[src/rtl/leaf_stream_arbiter_if.sv]
// Stream bundle between NUM_REQ operator outputs, the arbiter and one leaf_interface input port.
// master = requesters plus leaf_interface side, slave = the arbiter.
interface leaf_stream_arbiter_if #(
    parameter int NUM_REQ      = 4,
    parameter int PAYLOAD_BITS = 32
);
    localparam int GW = (NUM_REQ > 1) ? $clog2(NUM_REQ) : 1;

    logic [NUM_REQ*PAYLOAD_BITS-1:0] din_req;
    logic [NUM_REQ-1:0]              vld_req;
    logic [NUM_REQ-1:0]              ack_req;
    logic [PAYLOAD_BITS-1:0]         dout;
    logic                            vld_out;
    logic                            ack_out;
    logic [GW-1:0]                   grant_id;
    logic                            busy;

    modport master (
        output din_req, vld_req, ack_out,
        input  ack_req, dout, vld_out, grant_id, busy
    );

    modport slave (
        input  din_req, vld_req, ack_out,
        output ack_req, dout, vld_out, grant_id, busy
    );
endinterface

[src/rtl/leaf_stream_arbiter.sv]
// Round-robin arbiter merging NUM_REQ vld/ack streams into one registered output slot.
// Optional macro LEAF_ARB_BURST_LOCK_EN holds each grant for up to MAX_BURST words.
module leaf_stream_arbiter #(
    parameter int NUM_REQ      = 4,
    parameter int PAYLOAD_BITS = 32,
    parameter int MAX_BURST    = 8
) (
    input logic                  clk,
    input logic                  reset_n,
    leaf_stream_arbiter_if.slave bus
);
    localparam int GW = (NUM_REQ > 1) ? $clog2(NUM_REQ) : 1;
    localparam int CW = $clog2(MAX_BURST + 1);

    // Handshake: a word moves on any cycle with vld && ack high; data is held while vld && !ack.
    typedef enum logic {
        S_IDLE  = 1'b0,
        S_GRANT = 1'b1
    } state_t;

    state_t                  r_state;
    state_t                  w_state_nxt;
    logic [GW-1:0]           r_grant;
    logic [GW-1:0]           w_grant_nxt;
    logic [GW-1:0]           r_rr_ptr;
    logic [GW-1:0]           w_ptr_nxt;
    logic [GW-1:0]           w_next_ptr;
    logic [CW-1:0]           r_burst_cnt;
    logic [CW-1:0]           w_cnt_nxt;
    logic [PAYLOAD_BITS-1:0] r_dout;
    logic                    r_vld_out;

    logic                    w_busy;
    logic                    w_slot_free;
    logic                    w_vld_g;
    logic [PAYLOAD_BITS-1:0] w_word;
    logic                    w_xfer;
    logic                    w_stall_rel;
    logic                    w_last;
    logic                    w_release;

    // First requesting index scanning upward from ptr with wrap.
    function automatic logic [GW-1:0] rr_pick(input logic [GW-1:0] ptr,
                                              input logic [NUM_REQ-1:0] req);
        int unsigned k;
        rr_pick = ptr;
        for (int i = NUM_REQ - 1; i >= 0; i--) begin
            k = (int'(ptr) + i) % NUM_REQ;
            if (req[k]) rr_pick = GW'(k);
        end
    endfunction

    always_comb begin
        w_vld_g = 1'b0;
        w_word  = '0;
        for (int i = 0; i < NUM_REQ; i++) begin
            if (r_grant == GW'(i)) begin
                w_vld_g = bus.vld_req[i];
                w_word  = bus.din_req[i*PAYLOAD_BITS +: PAYLOAD_BITS];
            end
        end
    end

    assign w_busy      = (r_state == S_GRANT);
    assign w_slot_free = !r_vld_out || bus.ack_out;
    assign w_xfer      = w_busy && w_vld_g && w_slot_free;
    assign w_stall_rel = w_busy && w_slot_free && !w_vld_g;
    assign w_next_ptr  = (r_grant == GW'(NUM_REQ - 1)) ? '0 : r_grant + 1'b1;

`ifdef LEAF_ARB_BURST_LOCK_EN
    assign w_last = (r_burst_cnt == CW'(MAX_BURST - 1));
`else
    assign w_last = 1'b1;
`endif

    assign w_release = (w_xfer && w_last) || w_stall_rel;

    always_comb begin
        bus.ack_req = '0;
        for (int i = 0; i < NUM_REQ; i++) begin
            bus.ack_req[i] = w_xfer && (r_grant == GW'(i));
        end
    end

    always_comb begin
        w_state_nxt = r_state;
        w_grant_nxt = r_grant;
        w_ptr_nxt   = r_rr_ptr;
        w_cnt_nxt   = r_burst_cnt;
        case (r_state)
            S_IDLE: begin
                if (|bus.vld_req) begin
                    w_grant_nxt = rr_pick(r_rr_ptr, bus.vld_req);
                    w_cnt_nxt   = '0;
                    w_state_nxt = S_GRANT;
                end
            end
            S_GRANT: begin
                // Re-arbitrate in the release cycle so back-to-back grants cost no bubble.
                if (w_release) begin
                    w_ptr_nxt = w_next_ptr;
                    w_cnt_nxt = '0;
                    if (|bus.vld_req) begin
                        w_grant_nxt = rr_pick(w_next_ptr, bus.vld_req);
                    end else begin
                        w_state_nxt = S_IDLE;
                    end
                end else if (w_xfer) begin
                    w_cnt_nxt = r_burst_cnt + 1'b1;
                end
            end
            default: w_state_nxt = S_IDLE;
        endcase
    end

    always_ff @(posedge clk or negedge reset_n) begin
        if (!reset_n) begin
            r_state     <= S_IDLE;
            r_grant     <= '0;
            r_rr_ptr    <= '0;
            r_burst_cnt <= '0;
            r_dout      <= '0;
            r_vld_out   <= 1'b0;
        end else begin
            r_state     <= w_state_nxt;
            r_grant     <= w_grant_nxt;
            r_rr_ptr    <= w_ptr_nxt;
            r_burst_cnt <= w_cnt_nxt;
            if (w_xfer) begin
                r_dout    <= w_word;
                r_vld_out <= 1'b1;
            end else if (w_slot_free) begin
                r_vld_out <= 1'b0;
            end
        end
    end

    assign bus.dout     = r_dout;
    assign bus.vld_out  = r_vld_out;
    assign bus.grant_id = r_grant;
    assign bus.busy     = w_busy;
endmodule

[src/flat_wrapper.sv]
// flat-port wrapper written by rule: the top's interface ports become plain ports
module leaf_stream_arbiter_flat 
#(
    parameter int NUM_REQ      = 4,
    parameter int PAYLOAD_BITS = 32,
    parameter int MAX_BURST    = 8
)
  (clk, reset_n, bus_din_req, bus_vld_req, bus_ack_out, bus_ack_req, bus_dout, bus_vld_out, bus_grant_id, bus_busy);
  leaf_stream_arbiter_if #(.NUM_REQ(NUM_REQ), .PAYLOAD_BITS(PAYLOAD_BITS)) bus_i ();
  input logic clk;
  input logic reset_n;
  input wire logic [$bits(bus_i.din_req)-1:0] bus_din_req;
  input wire logic [$bits(bus_i.vld_req)-1:0] bus_vld_req;
  input wire logic [$bits(bus_i.ack_out)-1:0] bus_ack_out;
  output wire logic [$bits(bus_i.ack_req)-1:0] bus_ack_req;
  output wire logic [$bits(bus_i.dout)-1:0] bus_dout;
  output wire logic [$bits(bus_i.vld_out)-1:0] bus_vld_out;
  output wire logic [$bits(bus_i.grant_id)-1:0] bus_grant_id;
  output wire logic [$bits(bus_i.busy)-1:0] bus_busy;
  assign bus_i.din_req = bus_din_req;
  assign bus_i.vld_req = bus_vld_req;
  assign bus_i.ack_out = bus_ack_out;
  assign bus_ack_req = bus_i.ack_req;
  assign bus_dout = bus_i.dout;
  assign bus_vld_out = bus_i.vld_out;
  assign bus_grant_id = bus_i.grant_id;
  assign bus_busy = bus_i.busy;
  leaf_stream_arbiter #(.NUM_REQ(NUM_REQ), .PAYLOAD_BITS(PAYLOAD_BITS), .MAX_BURST(MAX_BURST)) u_core (.clk(clk), .reset_n(reset_n), .bus(bus_i));
endmodule
[config.mk]
export PLATFORM = sky130hd
export DESIGN_NAME = leaf_stream_arbiter_flat
export DESIGN_NICKNAME = d
export VERILOG_FILES = /design/src/rtl/leaf_stream_arbiter_if.sv /design/src/rtl/leaf_stream_arbiter.sv /design/src/flat_wrapper.sv
export SDC_FILE = /design/constraint.sdc
export NUM_CORES = 1
export LEC_CHECK = 0
export CORE_AREA = 3 3 63 124
export CTS_CLUSTER_DIAMETER = 100
export CTS_CLUSTER_SIZE = 25
export DETAILED_ROUTE_END_ITERATION = 16
export DIE_AREA = 0 0 66 127
export PLACE_DENSITY = 0.9
export SLEW_MARGIN = 20
export SYNTH_ARGS = -nofsm -noshare
export SYNTH_HDL_FRONTEND = slang
export SYNTH_SLANG_ARGS = --single-unit
[constraint.sdc]
create_clock -name clk -period 3.76 [get_ports clk]
set_clock_uncertainty 0.15 [all_clocks]
set_input_delay 0.94 -clock clk [delete_from_list [all_inputs] [get_ports clk]]
set_output_delay 0.94 -clock clk [all_outputs]
set_load 0.01 [all_outputs]
==> flow_summary.yaml <==
run_status:
  outcome: "finished, final reports clean"
sta:
  worst_pin_slew_ns: 0.871
  max_freq_mhz: 273
  slew_viol_final: 0
  rsz0062_at_grt: "no"
  fin_ws_ns: 0.0972
  period_needed_ns: 3.66
  hold_violations: 0
  min_period_over_period: 0.974
  slew_headroom: 0.419
  setup_viol: 0
final_layout:
  drive_gt1_frac: 0.0880
  syn_to_final_growth_pct: 72.1
  stdcell_area_um2: 4740
  fin_nets: 604
  instances_no_fill: 556
  num_antenna_cells: 0
critical_path:
  arrival_ns: 2.57
  crit_chain: "clkdlybuf4s50_1, a21oi_1, a221o_1, a21oi_4, buf_4, and2_1, dlygate4sd2_1"
  slowest_delay_ns: 0.49
  start_kind: "input pin"
  cp-startpoint: "bus_vld_req[1]"
  rr_endpoint: "u_core.bus.dout[3]$_DFFE_PN0N_"
  rrSetupSlack_ns: 0.93
  crit_buf_inv: 3
  slowest_stage: "clkdlybuf4s50_1"
  cp-endpoint: "bus_ack_req[0]"
  reg2regPathDepth: 8
  worstSetupPathType: "input pin to output port"
  crit_family: "buffers and inverters"
  worstPathRequired_ns: 2.67
  crit_path_max_fanout: 3
  endpoint_kind: "output port"
  cp.depth: 7
  reg2reg_from: "u_core.bus.grant_id[1]$_DFFE_PN0P_"
route:
  routed_via_density: 5.56
  dr.pass1.iters: 5
  ant_nets: 0
  wl_per_cell_um: 18.8
  routed_wl_mm: 10.4
  vias: 3089
  first_iter_violations: 147
  drc: 0
synthesis:
  synth.area.top_cells: "dfrtp_1 (34%), mux2_1 (11%), a221oi_1 (9.9%)"
  synthCells: 297
  yosysSeqAreaShare: 0.345
  async_flop_share: 1.00
  synth_cell_type_count: 38
  synth_top_flop_cell: "dfrtp_1"
  yosysTopAreaCell: "dfrtp_1"
  synth.avg_cell_area_um2: 9.28
  ys_top_cells_by_count: "dfrtp_1 (38), nand2_1 (38), nor2b_1 (35), a221oi_1 (31), o31ai_1 (31)"
  synth-seq-cells: 38
  synth_top_area_frac: 0.345
  ys_warn_count: 0
  syn_area_um2: 2760
  synth_nets: 436
  synth_edf_count: 0
global_route:
  grt-ovfl-total: 0
  grt.total_usage: 0.245
  antenna_found_initial: 0
  grt_pass1_vias: 3207
  grt_start_max_net_pins: 67
  grt_pass1_wl_mm: 15.8
pwr:
  power.density_nw_per_um2: 752
  internal_power_w: 0.00213
  seqPwrFrac: 0.207
  switchingPower_w: 0.00144
  peakVddDrop_mv: 0.530
  leakagePower_nw: 1.88
  clockPowerShare: 0.118
  switching_share: 0.403
  combPwrFrac: 0.675
clocking:
  clock-sinks: 38
  clockBufferDepth: 2
  htreeDepth: 2
  clockRootBuffer: "clkbuf_16"
  cts_tree: "yes"
  numCtsBuffers: 5
  insertion_delay_ns: 0.27
  cts.clk_slew.worst_paths_ns: 0.05
worst_hold_path:
  hold_path_class: "register to register"
placed_design:
  portBuffers: 174
  place_area_um2: 4570
  post-place-ws_ns: -0.153
  placedCellCount: 545
  dp_hpwl_mm: 8.07
  gp_congestion: 0.852
floorplan:
  initial_utilization: 0.397
  core.rowCount: 43
  die_y_um: 127
  ios: 175
  die_x_um: 66
  die_area_um2: 8380
  core_um2: 6940
flow_run:
  maxCapViolations: 0
-- worst register-to-register path, delay by kind of cell, from the launching register on --
| kind | cells | cell delay (ns) |
|---|---|---|
| flops | 1 | 0.44 |
| mux | 1 | 0.18 |
| simple gates | 1 | 0.62 |
| fa+ha+maj | 1 | 0.22 |
| compound gates | 2 | 0.43 |
| buf+inv | 3 | 0.72 |
-- state kept, by name (all words and copies together) (netlist names) --
| signal | cells |
|---|---|
| u_core.r_rr_ptr | 2 |
| u_core.bus.busy | 1 |
| u_core.bus.dout | 32 |
| u_core.bus.grant_id | 2 |
| u_core.bus.vld_out | 1 |
-- how the worst min path moves through the flow --
stage | from | to | cells after the start
after floorplan | u_core.r_rr_ptr[0]$_DFFE_PN0P_ | u_core.r_rr_ptr[0]$_DFFE_PN0P_ | 2
after global placement | u_core.bus.dout[21]$_DFFE_PN0N_ | u_core.bus.dout[21]$_DFFE_PN0N_ | 1
after detailed placement | u_core.bus.dout[8]$_DFFE_PN0N_ | u_core.bus.dout[8]$_DFFE_PN0N_ | 1
after CTS | u_core.bus.dout[8]$_DFFE_PN0N_ | u_core.bus.dout[8]$_DFFE_PN0N_ | 1
after global routing | u_core.bus.dout[0]$_DFFE_PN0N_ | u_core.bus.dout[0]$_DFFE_PN0N_ | 1
final | u_core.bus.dout[8]$_DFFE_PN0N_ | u_core.bus.dout[8]$_DFFE_PN0N_ | 1
-- cells in the final DEF (no fill, tap or decap), types with 2 or more instances in the layout --
cell / netlist / final
nand2_1: 38 / 38
dlygate4sd2_1: 0 / 3
a221o_1: 2 / 2
nor2b_1: 35 / 34
a221oi_1: 31 / 31
o221a_2: 2 / 2
o31ai_1: 31 / 31
o311ai_0: 2 / 2
or2_2: 3 / 3
o21ai_0: 5 / 5
ha_2: 0 / 2
a22o_1: 2 / 2
o211ai_1: 3 / 3
mux2i_1: 2 / 2
mux2_2: 7 / 7
inv_1: 7 / 7
mux2_1: 26 / 26
nor2_1: 6 / 6
buf_4: 1 / 16
clkbuf_16: 0 / 5
clkdlybuf4s50_1: 0 / 170
a21oi_1: 6 / 6
and2_1: 3 / 3
nand2b_1: 3 / 3
dfrtp_1: 38 / 38
ha_1: 4 / 2
-- stage by stage --
step	hold slack (ns)	power [W]	TNS (ns)	util
final	0.332	0.00357	0	0.684
after floorplan	0.339	0.00224	0	-
after CTS	0.338	0.00362	0	0.684
after global placement	0.318	0.00306	-0.345	0.659
after detailed placement	0.325	0.00315	-0.420	0.659
after global routing	0.345	0.00384	0	0.684
-- power groups by stage --
stage / Sequential [W] / Combinational [W] / Clock [W]
after floorplan: 0.000813 / 0.00142 / 0
after global placement: 0.000730 / 0.00233 / 0
after detailed placement: 0.000748 / 0.00240 / 0
after CTS: 0.000743 / 0.00244 / 0.000436
after global routing: 0.000766 / 0.00262 / 0.000448
final: 0.000739 / 0.00241 / 0.000421
-- kinds of logic (layout without fill, tap and decap cells) --
| family | count (synthesis) | count (layout) | share of synthesized area |
|---|---|---|---|
| flops | 38 | 38 | 0.345 |
| compound gates | 90 | 90 | 0.259 |
| buf+inv | 36 | 205 | 0.0590 |
| mux | 35 | 35 | 0.142 |
| fa+ha+maj | 4 | 4 | 0.0182 |
| simple gates | 94 | 94 | 0.177 |
-- timing repair --
item,in CTS,in global routing
gates resized for setup,3,0
endpoints found under the setup margin,3,0
hold buffers,0,0
buffers inserted,3,0
-- layer usage --
metal | GRT usage | part of all wire | up-vias
met1 | 0.245 | 0.35 | 1494
met2 | 0.475 | 0.56 | 126
met3 | 0.0387 | 0.057 | 23
li1 | - | - | 1446
met4 | 0.108 | 0.034 | 0
met5 | 0 | 0 | -
-- final cells by class --
cell class / instances / area (um2)
clock inverters: 2 / 12.5
inverters: 7 / 26.3
clock buffers: 6 / 139
flip-flops and latches: 38 / 951
multi-input cells: 223 / 1650
repair buffers: 190 / 1850
well taps: 90 / 113
fillers: 541 / 2200
Note: power is estimated with default switching activity, not from simulation.
